==> config.mk <==
export PLATFORM = sky130hd
export DESIGN_NAME = gf180mcu_fd_sc_mcu9t5v0__antenna_drv_seq
export DESIGN_NICKNAME = d
export VERILOG_FILES = /design/src/rtl/gf180mcu_fd_sc_mcu9t5v0_antdrv_pkg.sv /design/src/rtl/gf180mcu_fd_sc_mcu9t5v0__antdrv_lfsr16.sv /design/src/rtl/gf180mcu_fd_sc_mcu9t5v0__antenna_drv_seq.sv
export SDC_FILE = /design/constraint.sdc
export NUM_CORES = 1
export LEC_CHECK = 0
export ABC_AREA = 1
export ABC_CLOCK_PERIOD_IN_PS = 2500
export BUFFER_PORTS_ARGS = -buffer_cell sky130_fd_sc_hd__buf_2
export CORE_UTILIZATION = 50
export DETAILED_ROUTE_END_ITERATION = 7
export PLACE_DENSITY = 0.7
export SLEW_MARGIN = 15
export SYNTH_ARGS = -nofsm -noshare
export SYNTH_HDL_FRONTEND = slang
export SYNTH_SLANG_ARGS = --single-unit
==> constraint.sdc <==
create_clock -name clk_i -period 2.5 [get_ports clk_i]
set_input_delay 0 -clock clk_i [delete_from_list [all_inputs] [get_ports clk_i]]
set_output_delay 0 -clock clk_i [all_outputs]
set_load 0.005 [all_outputs]
==> src/rtl/gf180mcu_fd_sc_mcu9t5v0_antdrv_pkg.sv <==
// -----------------------------------------------------------------------------
// gf180mcu_fd_sc_mcu9t5v0_antdrv_pkg
// Shared types and constants for the antenna-net stimulus driver.
//   mode_e             : waveform selection (static low/high, square, PRBS16)
//   state_e            : sequencer states
//   LFSR_TAP_MASK      : feedback taps of the right-shifting Fibonacci LFSR
//   LFSR_DEFAULT_SEED  : reset seed used when the top is not overridden
// -----------------------------------------------------------------------------
package gf180mcu_fd_sc_mcu9t5v0_antdrv_pkg;

    typedef enum logic [1:0] {
        MODE_LOW    = 2'd0,
        MODE_HIGH   = 2'd1,
        MODE_TOGGLE = 2'd2,
        MODE_PRBS   = 2'd3
    } mode_e;

    typedef enum logic {
        IDLE = 1'b0,
        RUN  = 1'b1
    } state_e;

    // Polynomial x^16+x^14+x^13+x^11+1. The register shifts right, so
    // polynomial term k maps to bit (16-k): taps 16,14,13,11 -> bits 0,2,3,5.
    localparam logic [15:0] LFSR_TAP_MASK     = 16'h002D;
    localparam logic [15:0] LFSR_DEFAULT_SEED = 16'hACE1;

    function automatic logic lfsr_feedback(input logic [15:0] state);
        return ^(state & LFSR_TAP_MASK);
    endfunction

endpackage

==> src/rtl/gf180mcu_fd_sc_mcu9t5v0__antdrv_lfsr16.sv <==
// -----------------------------------------------------------------------------
// gf180mcu_fd_sc_mcu9t5v0__antdrv_lfsr16
// 16-bit Fibonacci PRBS generator, shifts right once per enabled cycle.
// Ports:
//   clk_i   : clock
//   rst_i   : synchronous active-high reset, loads SEED
//   en_i    : shift enable
//   sout_o  : serial output; the bit 0 value the register will hold after
//             the next enabled shift, so a downstream register sampling it
//             together with en_i sees "bit 0 after the shift"
// -----------------------------------------------------------------------------
module gf180mcu_fd_sc_mcu9t5v0__antdrv_lfsr16
    import gf180mcu_fd_sc_mcu9t5v0_antdrv_pkg::*;
#(
    parameter logic [15:0] SEED = LFSR_DEFAULT_SEED
) (
    input  logic clk_i,
    input  logic rst_i,
    input  logic en_i,
    output logic sout_o
);

    logic [15:0] lfsr_q;
    logic [15:0] lfsr_d;

    always_comb begin
        lfsr_d = lfsr_q;
        if (en_i) begin
            lfsr_d = {lfsr_feedback(lfsr_q), lfsr_q[15:1]};
        end
    end

    always_ff @(posedge clk_i) begin
        if (rst_i) begin
            lfsr_q <= SEED;
        end else begin
            lfsr_q <= lfsr_d;
        end
    end

    // A right shift moves bit 1 into bit 0.
    assign sout_o = lfsr_q[1];

endmodule

==> src/rtl/gf180mcu_fd_sc_mcu9t5v0__antenna_drv_seq.sv <==
// -----------------------------------------------------------------------------
// gf180mcu_fd_sc_mcu9t5v0__antenna_drv_seq
// Drives a programmed waveform onto an antenna-protected net for a programmed
// number of cycles and reports the number of edges driven.
//
// state | meaning
// IDLE  | Z holds, waiting for START
// RUN   | Z updated every cycle, remaining-cycle counter counting down
//
// Ports:
//   clk_i      : clock, all state updates on rising edge
//   rst_i      : synchronous active-high reset
//   start_i    : start request, sampled only in IDLE
//   mode_i     : 0 low, 1 high, 2 square, 3 PRBS16 (captured on START)
//   ncyc_i     : RUN cycle count (captured on START)
//   half_i     : square half-period minus 1 (captured on START)
//   z_o        : driven net value
//   busy_o     : high in RUN
//   done_o     : one-cycle pulse when RUN ends (or START with ncyc_i == 0)
//   toggles_o  : saturating count of Z transitions in the current/last run
// Optional (macro GF180MCU_FD_SC_MCU9T5V0_READBACK_CHECK_EN):
//   zrb_i      : net readback, compared against Z delayed by one cycle
//   mismatch_o : saturating count of RUN cycles where the readback differed
// -----------------------------------------------------------------------------
module gf180mcu_fd_sc_mcu9t5v0__antenna_drv_seq
    import gf180mcu_fd_sc_mcu9t5v0_antdrv_pkg::*;
#(
    parameter int          CW        = 16,
    parameter int          HPW       = 4,
    parameter logic [15:0] LFSR_SEED = 16'hACE1
) (
    input  logic           clk_i,
    input  logic           rst_i,
    input  logic           start_i,
    input  logic [1:0]     mode_i,
    input  logic [CW-1:0]  ncyc_i,
    input  logic [HPW-1:0] half_i,
`ifdef GF180MCU_FD_SC_MCU9T5V0_READBACK_CHECK_EN
    input  logic           zrb_i,
    output logic [CW-1:0]  mismatch_o,
`endif
    output logic           z_o,
    output logic           busy_o,
    output logic           done_o,
    output logic [CW-1:0]  toggles_o
);

    state_e         state_q, state_d;
    mode_e          mode_q, mode_d;
    logic [HPW-1:0] half_q, half_d;
    logic [HPW-1:0] hcnt_q, hcnt_d;
    logic [CW-1:0]  rem_q, rem_d;
    logic [CW-1:0]  tog_q, tog_d;
    logic           z_q, z_d;
    logic           done_q, done_d;

    logic           start_acc;
    logic           advance;
    logic           lfsr_en;
    logic           lfsr_bit;
    mode_e          run_mode;
    logic [HPW-1:0] run_half;
    logic [HPW-1:0] run_hcnt;
    logic [CW-1:0]  tog_base;

    // The first Z update lands on the same edge that enters RUN, so while
    // IDLE the live inputs stand in for the not-yet-captured settings.
    assign run_mode = (state_q == IDLE) ? mode_e'(mode_i) : mode_q;
    assign run_half = (state_q == IDLE) ? half_i : half_q;
    assign run_hcnt = (state_q == IDLE) ? '0 : hcnt_q;

    assign start_acc = (state_q == IDLE) && start_i;
    // One Z update per BUSY cycle: on the START edge and on every RUN edge
    // except the one that returns to IDLE.
    assign advance   = (start_acc && (ncyc_i != '0)) ||
                       ((state_q == RUN) && (rem_q != CW'(1)));
    assign lfsr_en   = advance && (run_mode == MODE_PRBS);

    gf180mcu_fd_sc_mcu9t5v0__antdrv_lfsr16 #(
        .SEED   (LFSR_SEED)
    ) u_lfsr (
        .clk_i  (clk_i),
        .rst_i  (rst_i),
        .en_i   (lfsr_en),
        .sout_o (lfsr_bit)
    );

    always_comb begin
        state_d = state_q;
        mode_d  = mode_q;
        half_d  = half_q;
        hcnt_d  = hcnt_q;
        rem_d   = rem_q;
        done_d  = 1'b0;
        case (state_q)
            IDLE: begin
                if (start_i) begin
                    mode_d = mode_e'(mode_i);
                    half_d = half_i;
                    hcnt_d = '0;
                    rem_d  = ncyc_i;
                    if (ncyc_i != '0) begin
                        state_d = RUN;
                    end else begin
                        done_d = 1'b1;
                    end
                end
            end
            RUN: begin
                rem_d = rem_q - CW'(1);
                if (rem_q == CW'(1)) begin
                    state_d = IDLE;
                    done_d  = 1'b1;
                end
            end
            default: state_d = IDLE;
        endcase

        z_d = z_q;
        if (advance) begin
            case (run_mode)
                MODE_LOW:  z_d = 1'b0;
                MODE_HIGH: z_d = 1'b1;
                MODE_TOGGLE: begin
                    // Invert at the start of each half-period window.
                    if (run_hcnt == '0) begin
                        z_d = ~z_q;
                    end
                    hcnt_d = (run_hcnt == run_half) ? '0 : run_hcnt + HPW'(1);
                end
                MODE_PRBS: z_d = lfsr_bit;
                default:   z_d = z_q;
            endcase
        end

        tog_base = start_acc ? '0 : tog_q;
        tog_d    = tog_base;
        if ((z_d != z_q) && (tog_base != '1)) begin
            tog_d = tog_base + CW'(1);
        end
    end

    always_ff @(posedge clk_i) begin
        if (rst_i) begin
            state_q <= IDLE;
            mode_q  <= MODE_LOW;
            half_q  <= '0;
            hcnt_q  <= '0;
            rem_q   <= '0;
            tog_q   <= '0;
            z_q     <= 1'b0;
            done_q  <= 1'b0;
        end else begin
            state_q <= state_d;
            mode_q  <= mode_d;
            half_q  <= half_d;
            hcnt_q  <= hcnt_d;
            rem_q   <= rem_d;
            tog_q   <= tog_d;
            z_q     <= z_d;
            done_q  <= done_d;
        end
    end

    assign z_o       = z_q;
    assign busy_o    = (state_q == RUN);
    assign done_o    = done_q;
    assign toggles_o = tog_q;

`ifdef GF180MCU_FD_SC_MCU9T5V0_READBACK_CHECK_EN
    logic          z_dly_q;
    logic [CW-1:0] mm_q, mm_d;

    always_comb begin
        mm_d = start_acc ? '0 : mm_q;
        if ((state_q == RUN) && (zrb_i != z_dly_q) && (mm_q != '1)) begin
            mm_d = mm_q + CW'(1);
        end
    end

    always_ff @(posedge clk_i) begin
        if (rst_i) begin
            z_dly_q <= 1'b0;
            mm_q    <= '0;
        end else begin
            z_dly_q <= z_q;
            mm_q    <= mm_d;
        end
    end

    assign mismatch_o = mm_q;
`endif

endmodule
==> results of run 1 <==
==> power groups by stage <==
stage	clock [mW]	combinational [mW]	sequential, mW
2_1_floorplan	0	0.401	1.10
3_3_place_gp	0	0.481	1.11
3_5_place_dp	0	0.485	1.11
4_1_cts	0.911	0.511	1.09
5_1_grt	0.958	0.577	1.10
6_report	0.892	0.510	1.09
==> metrics by stage <==
stage	worst slack [ns]	total power, mW	hold slack, ns	cells
after floorplan	0.421	1.50	0.151	534
after global placement	0.339	1.59	0.273	666
after detailed placement	0.288	1.60	0.279	666
after CTS	0.245	2.51	0.0126	700
after global routing	0.0584	2.63	0.0407	700
final	0.233	2.49	0.0181	700
==> layout by cell type, fill, tap and decap left out, types with 13 or more instances in the layout <==
cell type and instances:
inv_1 52, buf_2 43, a21oi_1 22, nand2_1 117
dfxtp_1 61, nor2_1 82, nand4_1 15, nand2_2 13
dlygate4sd3_1 18, o21ai_0 30, nand3_1 37
==> cell families after synthesis <==
| logic type | count (synthesis) | synth area share [%] |
|---|---|---|
| flops | 61 | 32.9 |
| simple gates | 292 | 38.0 |
| xor+xnor | 17 | 4.01 |
| compound gates | 82 | 13.1 |
| buf+inv | 77 | 10.3 |
| fa+ha+maj | 5 | 1.68 |
==> registers in the layout (all words and copies together) (netlist names) <==
name           flops
mode_q             2
z_o                1
busy_o             1
done_o             1
u_lfsr.lfsr_q     16
toggles_o         16
half_q             4
rem_q             16
hcnt_q             4
==> path summary, 6_finish.rpt <==
kind	endpoint	depth (start not counted)	slack, ns
worst max-delay path	toggles_o[0]$_SDFF_PP0_	11	0.23
worst max register to register	toggles_o[0]$_SDFF_PP0_	11	0.23
worst min-delay path	rem_q[8]$_SDFFE_PP0P_	5	0.02
worst min register to register	mode_q[1]$_SDFFE_PP0P_	2	0.46
==> area by class of cell <==
class | instances | area, um^2 | area share, %
Inverter | 59 | 223 | 5.14
Sequential cell | 61 | 1220 | 28.2
Timing Repair Buffer | 69 | 455 | 10.5
Clock inverter | 7 | 73.8 | 1.70
Clock buffer | 9 | 124 | 2.86
Tap cell | 99 | 124 | 2.86
Multi-Input combinational cell | 396 | 2110 | 48.7
==> worst min-delay path: stages <==
cell	delay [ns]
buf_2	0.09
nand2_1	0.04
o21ai_0	0.06
a21oi_1	0.04
nor2_1	0.08
==> routing by layer <==
layer,vias to the layer above,wire [um],global-route usage (%)
met4,0,173,9.24
met1,1684,4050,31.3
met2,98,4080,37.3
li1,1847,-,-
met3,17,437,3.96
met5,-,0,0
==> impl_metrics.yaml, run 1 <==
floorplanning:
  dieArea_um2: 7780
  core-area_um2: 7210
  die_x_um: 88.2
  ios: 44
  die_y_um: 88.2
  start_util_pct: 51.5
  fp-row-count: 31
sta:
  fin_tns_setup_ns: 0
  fmax_mhz: 441
  tightest_slew_ns: 0.577
  fin_skew_ns: 0.00948
  hold_viol: 0
  fin_crit_ns: 2.27
  max_slew_margin_pct: 61.5
  setup_violations: 0
  min_period_over_period_pct: 90.7
  grt_setup_unrepaired: "no"
  maxSlewViolCount: 0
cts:
  cts_resized: 0
  clock_latency_ns: 0.34
  clkTransAtPathRegs_ns: 0.07
  numCtsBuffers: 9
  h-tree-depth: 3
  numClockSinks: 61
  cts_root_buf: "clkbuf_8"
  cts_setup_buffers: 0
  hold_buffers: 18
  clockBufferDepth: 2
  cts_tree: "yes"
synth:
  yosysMostFrequentCell: "nand2_1"
  seq_area_frac_synth_pct: 32.9
  synth_nets: 564
  yosys-top-cells-count: "117 x nand2_1, 82 x nor2_1, 61 x dfxtp_1"
  netlist_instances: 534
  synth_top_area_share_pct: 32.9
  synthArstFlopShare_pct: 0
  synth-main-ff-cell: "dfxtp_1"
  syn_area_um2: 3710
  ys_ff_latch: 61
  synth_edf_count: 0
  ys_types: 38
  yosys.area.top_type: "dfxtp_1"
  synth.area.top_cells: "dfxtp_1 33%, nand2_1 12%, nor2_1 8.3%, inv_1 5.3%, nand3_1 5.0%"
  avgSynthCellArea_um2: 6.96
  ys.warnings.count: 0
critical_path:
  cp-end-kind: "flop"
  cp_slowest_cell: "dfxtp_1"
  worstPathCellList: "inv_2 -> nand2_4 -> nand2_1 -> inv_1 -> ha_1 -> nand4_1 -> inv_1 -> nand4_4 -> nand2_4 -> nand2_1 -> a21oi_1"
  regToRegStartpoint: "busy_o$_SDFF_PP0_"
  cp_data_arrival_time_ns: 2.53
  worst-path-buf-inv: 3
  critPathMaxFanout: 16
  crit_family: "simple AND/OR/NAND/NOR gates"
  cp-startpoint: "busy_o$_SDFF_PP0_"
  path_class: "reg -> reg"
  startpoint_type: "flop"
  slowest_delay_ns: 0.49
  crit_required_ns: 2.76
routing:
  antenna_left: 0
  vias: 3646
  firstDrtPassIters: 5
  avgViaCountPerCell: 5.21
  routed_wirelength_um: 8740
  wl_per_cell_um: 12.5
  drc_errors: 0
  drtIter0Drc: 118
power_and_ir_drop:
  powerDensity_nw_per_um2: 575
  ir_drop_uv: 331
  swShare_pct: 32.3
  power.share.clock_pct: 35.8
  p_leak_nw: 1.88
  power.internal_mw: 1.69
  power_frac_seq_pct: 43.7
  combPwrFrac_pct: 20.5
  switchingPower_mw: 0.805
cells_and_area:
  finish.utilization_pct: 60.1
  area_growth_pct: 16.6
  stdcell_area_um2: 4330
  fillerInstances: 681
  num-nets-final: 626
  drive_gt1_share_pct: 20.1
  num_antenna_cells: 0
global_route:
  grt_usage_pct: 23.4
  grt_pass1_wl_um: 14200
  grt_pass1_vias: 3156
  antenna_found_initial: 0
  grt_start_max_net_pins: 39
  grt_overflow: 0
run_status:
  outcome: "completed"
flow_run:
  maxCapViolCount: 0
placed_design:
  placed_cell_area_um2: 3960
  dp_hpwl_um: 6160
  routabilityCongestion: 0.864
  io_buffer_count: 43
hold_path:
  hp-start: "ncyc_i[8]"
  hold_path.class: "in -> reg"
No activity file was read; power rests on OpenSTA's default activity.
==> run 2: changes to the inputs <==
--- a/config.mk
+++ b/config.mk
@@ -6,7 +6,7 @@
 export NUM_CORES = 1
 export LEC_CHECK = 0
 export ABC_AREA = 1
-export ABC_CLOCK_PERIOD_IN_PS = 2500
+export ABC_CLOCK_PERIOD_IN_PS = 2430
 export BUFFER_PORTS_ARGS = -buffer_cell sky130_fd_sc_hd__buf_2
 export CORE_UTILIZATION = 50
 export DETAILED_ROUTE_END_ITERATION = 7
@@ -14,4 +14,5 @@
 export SLEW_MARGIN = 15
 export SYNTH_ARGS = -nofsm -noshare
 export SYNTH_HDL_FRONTEND = slang
+export SYNTH_HIERARCHICAL = 1
 export SYNTH_SLANG_ARGS = --single-unit
==> constraint.sdc (replaced) <==
create_clock -name clk_i -period 2.43 [get_ports clk_i]
set_input_delay 0 -clock clk_i [delete_from_list [all_inputs] [get_ports clk_i]]
set_output_delay 0 -clock clk_i [all_outputs]
set_load 0.005 [all_outputs]
==> impl_metrics.yaml, run 2 <==
synth:
  syn_area_um2: 3590
  seq_area_frac_synth_pct: 34.0
  avgSynthCellArea_um2: 6.54
  yosysMostFrequentCell: "nand2_1"
  yosys.area.top_type: "dfxtp_1"
  ys.warnings.count: 6
  synth_edf_count: 0
  synth_top_area_share_pct: 34.0
  yosys-top-cells-count: "136 x nand2_1, 73 x nor2_1, 62 x inv_1"
  synth-main-ff-cell: "dfxtp_1"
  synth_nets: 579
  netlist_instances: 549
  ys_types: 37
  synthArstFlopShare_pct: 0
  synth.area.top_cells: "dfxtp_1 34%, nand2_1 14%, nor2_1 7.6%, inv_1 6.5%, a21oi_1 6.0%"
  ys_ff_latch: 61
placed_design:
  routabilityCongestion: 0.831
  placed_cell_area_um2: 3860
  dp_hpwl_um: 5890
  io_buffer_count: 43
sta:
  max_slew_margin_pct: 40.9
  fin_skew_ns: 0.0114
  maxSlewViolCount: 0
  fmax_mhz: 454
  fin_tns_setup_ns: 0
  setup_violations: 0
  fin_crit_ns: 2.20
  hold_viol: 0
  min_period_over_period_pct: 90.6
  grt_setup_unrepaired: "no"
  holdWs_ns: 0.0147
  tightest_slew_ns: 0.887
cts:
  clkTransAtPathRegs_ns: 0.07
  cts_tree: "yes"
  clockBufferDepth: 2
  h-tree-depth: 3
  numCtsBuffers: 9
  cts_root_buf: "clkbuf_8"
  numClockSinks: 61
  clock_latency_ns: 0.35
  cts_setup_buffers: 0
cells_and_area:
  finish.utilization_pct: 61.8
  fillerInstances: 658
  stdcell_area_um2: 4240
  num_antenna_cells: 0
  mostFrequentLayoutCell: "nand2_1"
  num-nets-final: 635
  layout_common_cells: "136 x nand2_1, 73 x nor2_1, 62 x inv_1"
  area_growth_pct: 18.1
  drive_gt1_share_pct: 15.9
power_and_ir_drop:
  power.share.clock_pct: 38.4
  p_leak_nw: 1.88
  combPwrFrac_pct: 19.6
  power.total_mw: 2.65
  powerDensity_nw_per_um2: 625
  swShare_pct: 30.8
  power.internal_mw: 1.84
  switchingPower_mw: 0.818
  ir_drop_uv: 428
  power_frac_seq_pct: 42.0
hold_path:
  min_to: "rem_q[12]$_SDFFE_PP0P_"
  hold_path.class: "in -> reg"
  hp-start: "ncyc_i[12]"
  worstHoldPathCells: 5
routing:
  avgViaCountPerCell: 5.10
  routed_wirelength_um: 8570
  antenna_left: 0
  firstDrtPassIters: 5
  wl_per_cell_um: 12.1
  vias: 3601
  drc_errors: 0
  drtIter0Drc: 241
critical_path:
  worst-path-buf-inv: 2
  critPathMaxFanout: 17
  cp_data_arrival_time_ns: 2.38
  rrSetupSlack_ns: 0.23
  slowest_delay_ns: 0.46
  reg2reg_to: "toggles_o[11]$_SDFF_PP0_"
  crit_family: "simple AND/OR/NAND/NOR gates"
  cp.depth: 13
  cp_slowest_cell: "dfxtp_1"
  worstPathCellList: "buf_4 -> nand2_1 -> ha_1 -> nand3_1 -> nand2_1 -> nand3_1 -> nand2_1 -> inv_1 -> nand3_2 -> nand2_4 -> nand2_8 -> nand2_1 -> a21oi_1"
  r2r_cells: 13
  startpoint_type: "flop"
  crit_top_cell: "nand2_1"
  cp-end-kind: "flop"
  path_class: "reg -> reg"
  regToRegStartpoint: "busy_o$_SDFF_PP0_"
  crit_required_ns: 2.61
floorplanning:
  die_y_um: 86.8
  ios: 44
  die_x_um: 86.8
  start_util_pct: 52.3
  fp-row-count: 30
  dieArea_um2: 7530
  core-area_um2: 6870
global_route:
  grt_start_max_net_pins: 45
  antenna_found_initial: 0
  grt_pass1_wl_um: 14700
  grt_pass1_vias: 3348
  grt_usage_pct: 24.9
  grt_overflow: 0
run_status:
  outcome: "completed"
flow_run:
  maxCapViolCount: 0
[run 2: cell count changes after synthesis, moves of 5 or more]
| cell | before | now |
|---|---|---|
| a21oi_1 | 22 | 43 |
| a21oi_2 | 10 | 1 |
| a31oi_1 | 8 | 2 |
| buf_2 | 1 | 6 |
| inv_1 | 52 | 62 |
| nand2_1 | 117 | 136 |
| nand2_2 | 13 | 5 |
| nand3_1 | 37 | 43 |
| nand4_1 | 15 | 7 |
| nor2_1 | 82 | 73 |
| o21ai_0 | 30 | 25 |
| o21ai_1 | 0 | 9 |
[run 2: timing repair]
action,4_1_cts,5_1_grt
setup endpoints to repair,0,11
gates resized for setup,0,1
hold endpoints to repair,15,0
hold buffers,15,0
[run 2: cell type report]
| type | instances | area (um^2) | share of cell area (%) |
|---|---|---|---|
| well taps | 96 | 120 | 2.83 |
| clock buffers | 9 | 124 | 2.92 |
| flip-flops and latches | 61 | 1220 | 28.8 |
| inverters | 71 | 269 | 6.34 |
| multi-input cells | 397 | 1990 | 46.9 |
| repair buffers | 65 | 418 | 9.85 |
| clock inverters | 7 | 100 | 2.36 |
[run 2: power by group through the flow]
stage	Clock [mW]	Combinational [mW]	Sequential, mW
3_5_place_dp	0	0.489	1.14
3_3_place_gp	0	0.478	1.13
6_report	1.02	0.519	1.11
5_1_grt	1.10	0.589	1.12
4_1_cts	1.05	0.510	1.11
2_1_floorplan	0	0.387	1.12
[run 2: worst reg2reg max path, stage by stage, from the launching register on]
cell     delay (ns)
dfxtp_1        0.46
buf_4          0.23
nand2_1        0.13
ha_1           0.24
nand3_1        0.09
nand2_1        0.05
nand3_1        0.07
nand2_1        0.09
inv_1          0.09
nand3_2        0.08
nand2_4        0.21
nand2_8        0.14
nand2_1        0.09
a21oi_1        0.06
[run 2: per-layer routing]
| layer | vias up | track usage, % | part of all wire [%] |
|---|---|---|---|
| li1 | 1876 | - | - |
| met1 | 1604 | 32.9 | 48 |
| met2 | 109 | 40.0 | 45 |
| met3 | 12 | 5.14 | 5.6 |
| met4 | 0 | 9.85 | 1.6 |
| met5 | - | 0 | 0 |
[run 2: worst max path at each step]
stage,slack [ns],from,end
6_report,0.23,busy_o$_SDFF_PP0_,toggles_o[11]$_SDFF_PP0_
5_1_grt,0.0006,busy_o$_SDFF_PP0_,toggles_o[11]$_SDFF_PP0_
4_1_cts,0.20,busy_o$_SDFF_PP0_,toggles_o[11]$_SDFF_PP0_
3_5_place_dp,0.23,busy_o$_SDFF_PP0_,toggles_o[0]$_SDFF_PP0_
3_3_place_gp,0.32,busy_o$_SDFF_PP0_,toggles_o[1]$_SDFF_PP0_
2_1_floorplan,0.50,busy_o$_SDFF_PP0_,toggles_o[10]$_SDFF_PP0_
[run 2: through the flow]
step | std cells | setup WS (ns)
finish | 706 | 0.229
global route | 706 | 0.000616
CTS | 706 | 0.204
detailed placement | 675 | 0.227
global placement | 675 | 0.324
floorplan | 549 | 0.502
[run 2: logic make-up (layout without fill, tap and decap cells)]
| logic type | Yosys count | count (layout) | synth area share, % |
|---|---|---|---|
| buffers and inverters | 91 | 152 | 10.9 |
| DFF | 61 | 61 | 34.0 |
| xor gates and xnor gates | 17 | 17 | 4.15 |
| AOI/OAI and AO/OA | 92 | 92 | 14.1 |
| and+or+nand+nor | 283 | 283 | 35.1 |
| adders and majority gates | 5 | 5 | 1.74 |
==> run 3: changes to the inputs <==
--- a/config.mk
+++ b/config.mk
@@ -5,12 +5,11 @@
 export SDC_FILE = /design/constraint.sdc
 export NUM_CORES = 1
 export LEC_CHECK = 0
-export ABC_AREA = 1
 export ABC_CLOCK_PERIOD_IN_PS = 2430
 export BUFFER_PORTS_ARGS = -buffer_cell sky130_fd_sc_hd__buf_2
 export CORE_UTILIZATION = 50
 export DETAILED_ROUTE_END_ITERATION = 7
-export PLACE_DENSITY = 0.7
+export PLACE_DENSITY = 0.71
 export SLEW_MARGIN = 15
 export SYNTH_ARGS = -nofsm -noshare
 export SYNTH_HDL_FRONTEND = slang
==> impl_metrics.yaml, run 3 <==
run_status:
  outcome: "completed"
critical_path:
  critPathMaxFanout: 11
  crit_required_ns: 2.69
  cp-end-kind: "flop"
  r2r_cells: 9
  cp_data_arrival_time_ns: 2.57
  worstPathCellList: "nand2b_1 -> and2_1 -> ha_1 -> and3_1 -> nand3_2 -> or4_4 -> o211a_2 -> a21o_1 -> a21oi_1"
  startpoint_type: "flop"
  slowest_delay_ns: 0.47
  path_class: "reg -> reg"
  cp.depth: 9
  worst-path-buf-inv: 0
  crit_family: "simple AND/OR/NAND/NOR gates"
  cp_slowest_cell: "or4_4"
placed_design:
  dp_hpwl_um: 5250
  io_buffer_count: 43
  post-place-ws_ns: -0.0350
  routabilityCongestion: 0.918
cts:
  numCtsBuffers: 9
  clockBufferDepth: 2
  numClockSinks: 61
  clkTransAtPathRegs_ns: 0.07
  cts_root_buf: "clkbuf_8"
  h-tree-depth: 3
  clock_latency_ns: 0.33
  cts_tree: "yes"
  cts_setup_buffers: 0
routing:
  antenna_left: 0
  firstDrtPassIters: 5
  drtIter0Drc: 187
  avgViaCountPerCell: 5.88
  vias: 3097
  routed_wirelength_um: 7710
  wl_per_cell_um: 14.6
  drc_errors: 0
global_route:
  grt_pass1_wl_um: 12400
  grt_start_max_net_pins: 41
  met2_usage_pct: 39.7
  grt_usage_pct: 24.4
  gr-usage-met1_pct: 31.2
  grt_pass1_vias: 2818
  busiest_layer: "met2"
  met3_usage_pct: 4.27
  antenna_found_initial: 0
  grt_overflow: 0
floorplanning:
  fp-row-count: 28
  core-area_um2: 5990
  die_x_um: 81.3
  dieArea_um2: 6600
  ios: 44
  start_util_pct: 52.4
  die_y_um: 81.3
synth:
  yosys.area.top_type: "dfxtp_1"
  synth_edf_count: 0
  yosys-top-cells-count: "61 x dfxtp_1, 46 x nand2_1, 40 x nor2_1"
  seq_area_frac_synth_pct: 38.9
  ys.warnings.count: 6
  synthArstFlopShare_pct: 0
  ys_ff_latch: 61
  yosysMostFrequentCell: "dfxtp_1"
  avgSynthCellArea_um2: 8.27
  synth.area.top_cells: "dfxtp_1 39%, a21oi_1 5.9%, nand2_1 5.5%, mux2i_1 5.4%, nor2_1 4.8%"
  synth-main-ff-cell: "dfxtp_1"
  synth_nets: 410
  syn_area_um2: 3140
  synth_top_area_share_pct: 38.9
  netlist_instances: 380
  ys_types: 60
sta:
  maxSlewViolCount: 0
  max_slew_margin_pct: 65.4
  fin_crit_ns: 2.31
  hold_viol: 0
  min_period_over_period_pct: 95.2
  grt_setup_unrepaired: "yes"
  setup_slack_ns: 0.115
  fin_skew_ns: 0.0110
  tightest_slew_ns: 0.517
  setup_violations: 0
  fmax_mhz: 432
hold_path:
  hold_path.class: "in -> reg"
  worstHoldPathCells: 3
cells_and_area:
  num_antenna_cells: 0
  num-nets-final: 477
  drive_gt1_share_pct: 17.9
  finish.utilization_pct: 64.6
  mostFrequentLayoutCell: "dfxtp_1"
  layout_common_cells: "60 x dfxtp_1, 46 x nand2_1, 43 x buf_2"
  area_growth_pct: 23.1
power_and_ir_drop:
  power.total_mw: 2.44
  ir_drop_uv: 484
  powerDensity_nw_per_um2: 631
  p_leak_nw: 1.47
flow_run:
  maxCapViolCount: 0
[run 3: cell types whose count changed in the layout (fill, tap and decap cells not counted), moves of 8 or more]
cell | before | now
mux2i_1 | 0 | 17
inv_2 | 8 | 0
nand2_1 | 136 | 46
inv_1 | 62 | 11
o21ai_0 | 25 | 11
nand3_1 | 43 | 15
xor2_1 | 14 | 1
nor2_1 | 73 | 40
nor4_1 | 1 | 11
[run 3: timing repair]
action | 4_1_cts | 5_1_grt
endpoints found under the setup margin | 4 | 12
gates resized for setup | 1 | 2
hold buffers | 21 | 0
pin swaps | 0 | 2
endpoints found under the hold margin | 24 | 0
cloned | 0 | 1
[run 3: layout make-up]
cell class	count	area [um^2]
multi-input cells	290	1800
repair buffers	74	513
clock buffers	12	145
well taps	75	93.8
flip-flops and latches	61	1220
inverters	11	41.3
fillers	523	2120
clock inverters	4	47.5
[run 3: logic make-up (layout without fill, tap and decap cells)]
logic type               count (synthesis)  in the layout  share of synthesized area (%)
AO/OA/AOI/OAI                           96             97                           20.0
XOR/XNOR                                 8              8                           2.23
adder cells (fa/ha/maj)                  5              5                           1.99
buffers and inverters                   30            101                           4.98
flip-flops                              61             61                           38.9
multiplexers                            19             19                           6.21
AND/OR/NAND/NOR                        161            161                           25.8
[run 3: worst min-delay path, cell delays in order]
cell and delay [ns]:
buf_2 0.09, a22oi_1 0.08, a21oi_1 0.14
[run 3: through the flow]
stage | setup TNS, ns | hold slack, ns | std cells | instance area [um^2]
finish | 0 | 0.0227 | 527 | 3870
CTS | 0 | 0.0186 | 526 | 3850
global route | -0.0380 | 0.0521 | 527 | 3870
detailed placement | -0.0429 | 0.267 | 489 | 3430
global placement | 0 | 0.253 | 489 | 3430
floorplan | 0 | 0.0886 | 380 | 3150
[run 3: path summary, 6_finish.rpt]
kind                          start                       to  slack [ns]
min reg2reg  half_q[0]$_SDFFE_PP0P_   half_q[0]$_SDFFE_PP0P_        0.47
max               busy_o$_SDFF_PP0_  toggles_o[2]$_SDFF_PP0_        0.12
min                       ncyc_i[6]    rem_q[6]$_SDFFE_PP0P_        0.02
max reg2reg       busy_o$_SDFF_PP0_  toggles_o[2]$_SDFF_PP0_        0.12
[run 3: report_power, final]
part           switching, mW  total (mW)  internal [mW]  leakage (nW)
sequential            0.0507        1.10           1.05         0.498
combinational          0.256       0.449          0.192         0.881
clock                  0.389       0.888          0.499        0.0964
total                  0.696        2.44           1.74          1.47
[run 3: routing by layer]
layer,part of all wire [%],wire [um]
met5,0,0
met4,1.8,141
met3,4.8,369
met2,48,3710
met1,45,3490
